<file path="src/rtl/floo_meta_table.sv">
// Remaps incoming IDs onto NumOutIds outgoing IDs and keeps per-transaction metadata in one
// FIFO per outgoing ID. Optional error reporting is enabled by FLOO_META_TABLE_ERR_EN.
module floo_meta_table #(
  parameter int unsigned NumOutIds    = 4,
  parameter int unsigned MaxTxnsPerId = 4,
  parameter int unsigned IdInWidth    = 4,
  parameter int unsigned BufWidth     = 32,
  parameter int unsigned IdOutWidth   = $clog2(NumOutIds)
) (
  input  logic                  clk_i,
  input  logic                  rst_i,
  input  logic                  req_valid_i,
  output logic                  req_ready_o,
  input  logic [IdInWidth-1:0]  req_id_i,
  input  logic [BufWidth-1:0]   req_buf_i,
  output logic                  req_valid_o,
  input  logic                  req_ready_i,
  output logic [IdOutWidth-1:0] req_id_o,
  input  logic                  rsp_valid_i,
  output logic                  rsp_ready_o,
  input  logic [IdOutWidth-1:0] rsp_id_i,
  input  logic                  rsp_last_i,
  output logic                  rsp_valid_o,
  input  logic                  rsp_ready_i,
  output logic [IdInWidth-1:0]  rsp_id_o,
  output logic [BufWidth-1:0]   rsp_buf_o,
  output logic                  busy_o,
  output logic                  err_o
);

  localparam int unsigned CntWidth = $clog2(MaxTxnsPerId + 1);
  localparam int unsigned PtrWidth = (MaxTxnsPerId > 1) ? $clog2(MaxTxnsPerId) : 1;

  typedef logic [CntWidth-1:0] cnt_t;
  typedef logic [PtrWidth-1:0] ptr_t;

  logic [IdInWidth-1:0]  in_id_q  [NumOutIds];
  logic [IdInWidth-1:0]  in_id_d  [NumOutIds];
  cnt_t                  cnt_q    [NumOutIds];
  cnt_t                  cnt_d    [NumOutIds];
  ptr_t                  rd_ptr_q [NumOutIds];
  ptr_t                  rd_ptr_d [NumOutIds];
  ptr_t                  wr_ptr_q [NumOutIds];
  ptr_t                  wr_ptr_d [NumOutIds];
  logic [BufWidth-1:0]   mem_q    [NumOutIds][MaxTxnsPerId];
  logic                  lock_q, lock_d;
  logic [IdOutWidth-1:0] lock_id_q, lock_id_d;

  logic                  hit, hit_ok, free_found, can_alloc;
  logic [IdOutWidth-1:0] hit_idx, free_idx, sel;
  logic                  push, pop, rsp_empty;
  logic [NumOutIds-1:0]  push_vec, pop_vec;
  cnt_t                  rsp_cnt;
  logic [IdInWidth-1:0]  rsp_in_id;
  logic [BufWidth-1:0]   rsp_head;

  function automatic ptr_t ptr_inc(ptr_t p);
    return (p == ptr_t'(MaxTxnsPerId - 1)) ? '0 : p + ptr_t'(1);
  endfunction

  // A full hit entry stalls rather than falling back to a free entry, preserving order.
  always_comb begin
    hit        = 1'b0;
    hit_ok     = 1'b0;
    hit_idx    = '0;
    free_found = 1'b0;
    free_idx   = '0;
    for (int unsigned e = 0; e < NumOutIds; e++) begin
      if (!hit && cnt_q[e] != '0 && in_id_q[e] == req_id_i) begin
        hit     = 1'b1;
        hit_ok  = cnt_q[e] < cnt_t'(MaxTxnsPerId);
        hit_idx = IdOutWidth'(e);
      end
      if (!free_found && cnt_q[e] == '0) begin
        free_found = 1'b1;
        free_idx   = IdOutWidth'(e);
      end
    end
    if (lock_q) begin
      sel       = lock_id_q;
      can_alloc = 1'b1;
    end else if (hit) begin
      sel       = hit_idx;
      can_alloc = hit_ok;
    end else begin
      sel       = free_idx;
      can_alloc = free_found;
    end
    can_alloc = can_alloc & ~rst_i;
  end

  assign req_valid_o = req_valid_i & can_alloc;
  assign req_ready_o = req_ready_i & can_alloc;
  assign req_id_o    = sel;
  assign push        = req_valid_o & req_ready_i;

  always_comb begin
    rsp_cnt   = '0;
    rsp_in_id = '0;
    rsp_head  = '0;
    for (int unsigned e = 0; e < NumOutIds; e++) begin
      if (rsp_id_i == IdOutWidth'(e)) begin
        rsp_cnt   = cnt_q[e];
        rsp_in_id = in_id_q[e];
        rsp_head  = mem_q[e][rd_ptr_q[e]];
      end
    end
  end

  assign rsp_empty = (rsp_cnt == '0);
  assign rsp_id_o  = rsp_in_id;
  assign rsp_buf_o = rsp_head;
  // Responses to an empty entry never pop, whether or not errors are reported.
  assign pop       = rsp_valid_i & rsp_ready_i & rsp_last_i & ~rsp_empty;

`ifdef FLOO_META_TABLE_ERR_EN
  logic err_q;
  assign rsp_valid_o = rsp_valid_i & ~rsp_empty;
  assign rsp_ready_o = rsp_ready_i | rsp_empty;
  assign err_o       = err_q;

  always_ff @(posedge clk_i) begin
    if (rst_i) begin
      err_q <= 1'b0;
    end else if (rsp_valid_i && rsp_empty) begin
      err_q <= 1'b1;
    end
  end
`else
  assign rsp_valid_o = rsp_valid_i;
  assign rsp_ready_o = rsp_ready_i;
  assign err_o       = 1'b0;
`endif

  always_comb begin
    cnt_d     = cnt_q;
    in_id_d   = in_id_q;
    rd_ptr_d  = rd_ptr_q;
    wr_ptr_d  = wr_ptr_q;
    push_vec  = '0;
    pop_vec   = '0;
    busy_o    = 1'b0;
    lock_d    = req_valid_o & ~req_ready_i;
    lock_id_d = sel;
    for (int unsigned e = 0; e < NumOutIds; e++) begin
      push_vec[e] = push && (sel == IdOutWidth'(e));
      pop_vec[e]  = pop && (rsp_id_i == IdOutWidth'(e));
      busy_o      = busy_o | (cnt_q[e] != '0);
      if (push_vec[e]) begin
        in_id_d[e]  = req_id_i;
        wr_ptr_d[e] = ptr_inc(wr_ptr_q[e]);
      end
      if (pop_vec[e]) begin
        rd_ptr_d[e] = ptr_inc(rd_ptr_q[e]);
      end
      if (push_vec[e] && !pop_vec[e]) begin
        cnt_d[e] = cnt_q[e] + cnt_t'(1);
      end else if (!push_vec[e] && pop_vec[e]) begin
        cnt_d[e] = cnt_q[e] - cnt_t'(1);
      end
    end
  end

  always_ff @(posedge clk_i) begin
    if (rst_i) begin
      in_id_q   <= '{default: '0};
      cnt_q     <= '{default: '0};
      rd_ptr_q  <= '{default: '0};
      wr_ptr_q  <= '{default: '0};
      lock_q    <= 1'b0;
      lock_id_q <= '0;
    end else begin
      in_id_q   <= in_id_d;
      cnt_q     <= cnt_d;
      rd_ptr_q  <= rd_ptr_d;
      wr_ptr_q  <= wr_ptr_d;
      lock_q    <= lock_d;
      lock_id_q <= lock_id_d;
    end
  end

  always_ff @(posedge clk_i) begin
    for (int unsigned e = 0; e < NumOutIds; e++) begin
      if (push_vec[e]) begin
        mem_q[e][wr_ptr_q[e]] <= req_buf_i;
      end
    end
  end

endmodule

</file>
<file path="config.mk">
export PLATFORM = sky130hd
export DESIGN_NAME = floo_meta_table
export DESIGN_NICKNAME = d
export VERILOG_FILES = /design/src/rtl/floo_meta_table.sv
export SDC_FILE = /design/constraint.sdc
export NUM_CORES = 1
export LEC_CHECK = 0
export ABC_AREA = 1
export CAP_MARGIN = 25
export CORE_ASPECT_RATIO = 0.5
export CORE_MARGIN = 2
export CORE_UTILIZATION = 49
export DETAILED_ROUTE_END_ITERATION = 10
export GPL_TIMING_DRIVEN = 0
export PLACE_DENSITY = 0.73
export SLEW_MARGIN = 15
export SYNTH_ARGS = -nofsm -noshare
export SYNTH_HDL_FRONTEND = slang
export SYNTH_SLANG_ARGS = --single-unit
</file>
<file path="constraint.sdc">
create_clock -name clk_i -period 5.8 [get_ports clk_i]
set_input_delay 1.45 -clock clk_i [delete_from_list [all_inputs] [get_ports clk_i]]
set_output_delay 1.45 -clock clk_i [all_outputs]
set_load 0.005 [all_outputs]
</file>
==> out/results.ini <==
[run_status]
run_status=finished, violations left
violations=setup timing

[power_and_ir_drop]
sw_frac_of_total_pct=21.2
combPwrFrac_pct=5.0
p_per_area_mw_per_mm2=313
internal_power_mw=6.51
seqPwrFrac_pct=53.8
p_switching_mw=1.75
pwr-share-clk_pct=41.2
peakVddDrop_v=0.000211
p_leak_nw=9.08

[cells_and_area]
diodes=0
final_net_count=2050
layout-drive-gt1-share_pct=7.10
final_cell_area_sq_mm=0.0264
area_delta_synth_final_pct=16.7

[worst_hold_path]
min_path_type=reg2reg

[grt]
grt_first_pass_wirelength_um=85600
grt_pass1_vias=14300
antenna_found_initial=0
grt_max_degree=24
met1_usage_pct=33.7
grtUsageMet2_pct=37.1
overflow=0
use_met3_pct=4.31
grt_usage_pct=23.8
grt-busiest-layer=met2

[place]
dpl_cell_area_sq_mm=0.0247
finalWeightedCongestion=0.877
place_ws_ns=-0.115
portBuffers=86
hpwl_um=39000

[route]
drt-initial-drc-count=1963
wl_per_cell_um=22.2
drc=0
routed_wl_um=57900
postRouteAntennaNets=0
viasPerCell=5.90
num_vias=15400
first_pass_iters=6

[clock_tree]
cts_buffers=49
h-tree-depth=2
cts_tree=built
ctsLongestPathBuffers=3
clkTransAtPathRegs_ns=0.07
cts_root_buf=clkbuf_16
cts.sinks=559
clock_latency_ns=0.58

[synthesis]
ys_seq_area_share_pct=72.2
synthArstFlopShare_pct=0
synthCells=1824
syn_nets=1897
ys_seq_elements=559
syn-cell-area_sq_mm=0.0226
syn_avg_cell_area_sq_um=12.4
synth_edf_count=512
ys_warn_count=0
synth_cell_types=41
ys.flop_type=edfxtp_1

[die]
start_util_pct=49.8
die_y_um=156
die_w_um=308
num_rows=55
coreArea_sq_mm=0.0453
die_area_sq_mm=0.0480
num_io_pins=89

[setup_path]
critPathKind=in2out
endpoint_kind=output port
crit_arrival_ns=4.36
required_ns=4.35
crit_fanout=10
startpoint_type=input port

[timing]
worst_pin_slew_ns=0.803
slew_viol_final=0
max_slew_margin_pct=46.4
min_period_over_period_pct=100
fin_tns_setup_ns=-0.00603
hold_violations=0
layout_setup_ws_ns=-0.00603
rsz0062_at_grt=no
fin_skew_ns=0.0165
maxClockFrequency_mhz=172
period_needed_ns=5.81
setup_viol=1

[flow_run]
max-cap-violations=0

-- power groups by stage --
stage / Sequential (mW) / Combinational, mW / Clock (mW)
6_report: 4.44 / 0.415 / 3.40
5_1_grt: 4.44 / 0.447 / 3.57
4_1_cts: 4.44 / 0.412 / 3.42
3_5_place_dp: 4.53 / 0.408 / 0
3_3_place_gp: 4.53 / 0.392 / 0
2_1_floorplan: 4.53 / 0.178 / 0
-- per-layer routing --
metal  vias up  wire (um)
met4         0       2090
met1      7476      23500
met2       902      26300
met3       128       6070
met5         -          0
li1       6915          -
-- critical path, cell delays in order --
cell and delay [ns]:
clkdlybuf4s50_1 0.53, inv_1 0.10, nor2_2 0.32, inv_1 0.27
clkbuf_1 0.37, a221oi_1 0.53, nor3_1 0.13, nand2_1 0.13
clkdlybuf4s50_1 0.52
-- what timing repair did --
action | in CTS | in global routing
gates resized for setup | 1 | 5
endpoints found under the setup margin | 3 | 16
hold buffers | 0 | 0
buffers inserted | 0 | 0
-- layout by cell type (no fill, tap or decap), types with 5 or more instances in the layout --
master / count
buf_16: 8
nor2_1: 185
clkbuf_1: 90
o22ai_1: 52
nor2_2: 6
inv_2: 8
a221o_1: 13
clkinvlp_4: 5
and3_1: 11
nand3_1: 23
bufinv_16: 8
a2111o_1: 17
xnor2_1: 7
nand2_1: 318
ha_1: 24
clkinv_2: 8
clkinv_1: 8
buf_1: 9
edfxtp_1: 512
nand4_1: 16
inv_1: 91
clkdlybuf4s50_1: 86
buf_12: 8
nor2_4: 18
a21oi_1: 153
clkbuf_16: 49
o21ai_0: 145
dfxtp_1: 47
a221oi_1: 46
-- stage by stage --
step	power (mW)	cells	hold slack [ns]	utilization [%]
2_1_floorplan	4.71	1824	0.459	-
3_3_place_gp	4.92	2508	0.480	53.4
3_5_place_dp	4.94	2524	0.482	54.5
4_1_cts	8.27	2612	0.493	58.2
5_1_grt	8.46	2612	0.518	58.2
6_report	8.26	2612	0.491	58.2
-- synthesized netlist by cell type (all sizes together), types with 3 or more instances --
master / number / area (sq um)
a2111o: 17 / 191
a21oi: 154 / 774
o22ai: 52 / 325
clkbuf: 86 / 323
fa: 4 / 80.1
nand4: 18 / 134
inv: 99 / 372
a221o: 13 / 130
a221oi: 46 / 403
o21ai: 145 / 726
dfxtp: 47 / 941
nand2: 321 / 1210
nor2: 209 / 810
ha: 24 / 300
nor3: 3 / 20.0
buf: 17 / 106
edfxtp: 512 / 15400
xnor2: 7 / 61.3
and3: 11 / 68.8
nand3: 24 / 125
xor2: 4 / 35.0
-- final timing paths --
check                    from      endpoint  slack, ns  depth (start not counted)
setup / recovery  rsp_id_i[1]  rsp_buf_o[7]     -0.006                          9
hold / removal       cnt_q[1]      cnt_q[1]       0.49                          2
setup reg to reg     cnt_q[9]  mem_q[0][27]       2.60                         13
hold reg to reg      cnt_q[1]      cnt_q[1]       0.49                          2
-- logic make-up (layout without fill, tap and decap cells) --
logic type	Yosys count	count (layout)	share of synthesized area [%]
DFF	559	559	72.2
other	1	1	0.0166
AOI/OAI and AO/OA	435	435	11.6
adders and majority gates	28	28	1.68
xor gates and xnor gates	11	11	0.426
buffers and inverters	204	394	3.58
and+or+nand+nor	586	586	10.5
-- area by class of cell --
cell class,count,area (sq um)
flip-flops and latches,559,16300
plain buffers,103,432
inverters,101,379
well taps,598,748
multi-input cells,1061,5600
fillers,3430,19000
clock buffers,56,1260
clock inverters,32,399
repair buffers,102,1240
-- sequential cells by signal, indices dropped and copies added, names as in the netlist --
name	cells
mem_q	512
in_id_q	16
wr_ptr_q	8
rd_ptr_q	8
cnt_q	12
lock_id_q	2
lock_q	1
Note: power is estimated with default switching activity, not from simulation.
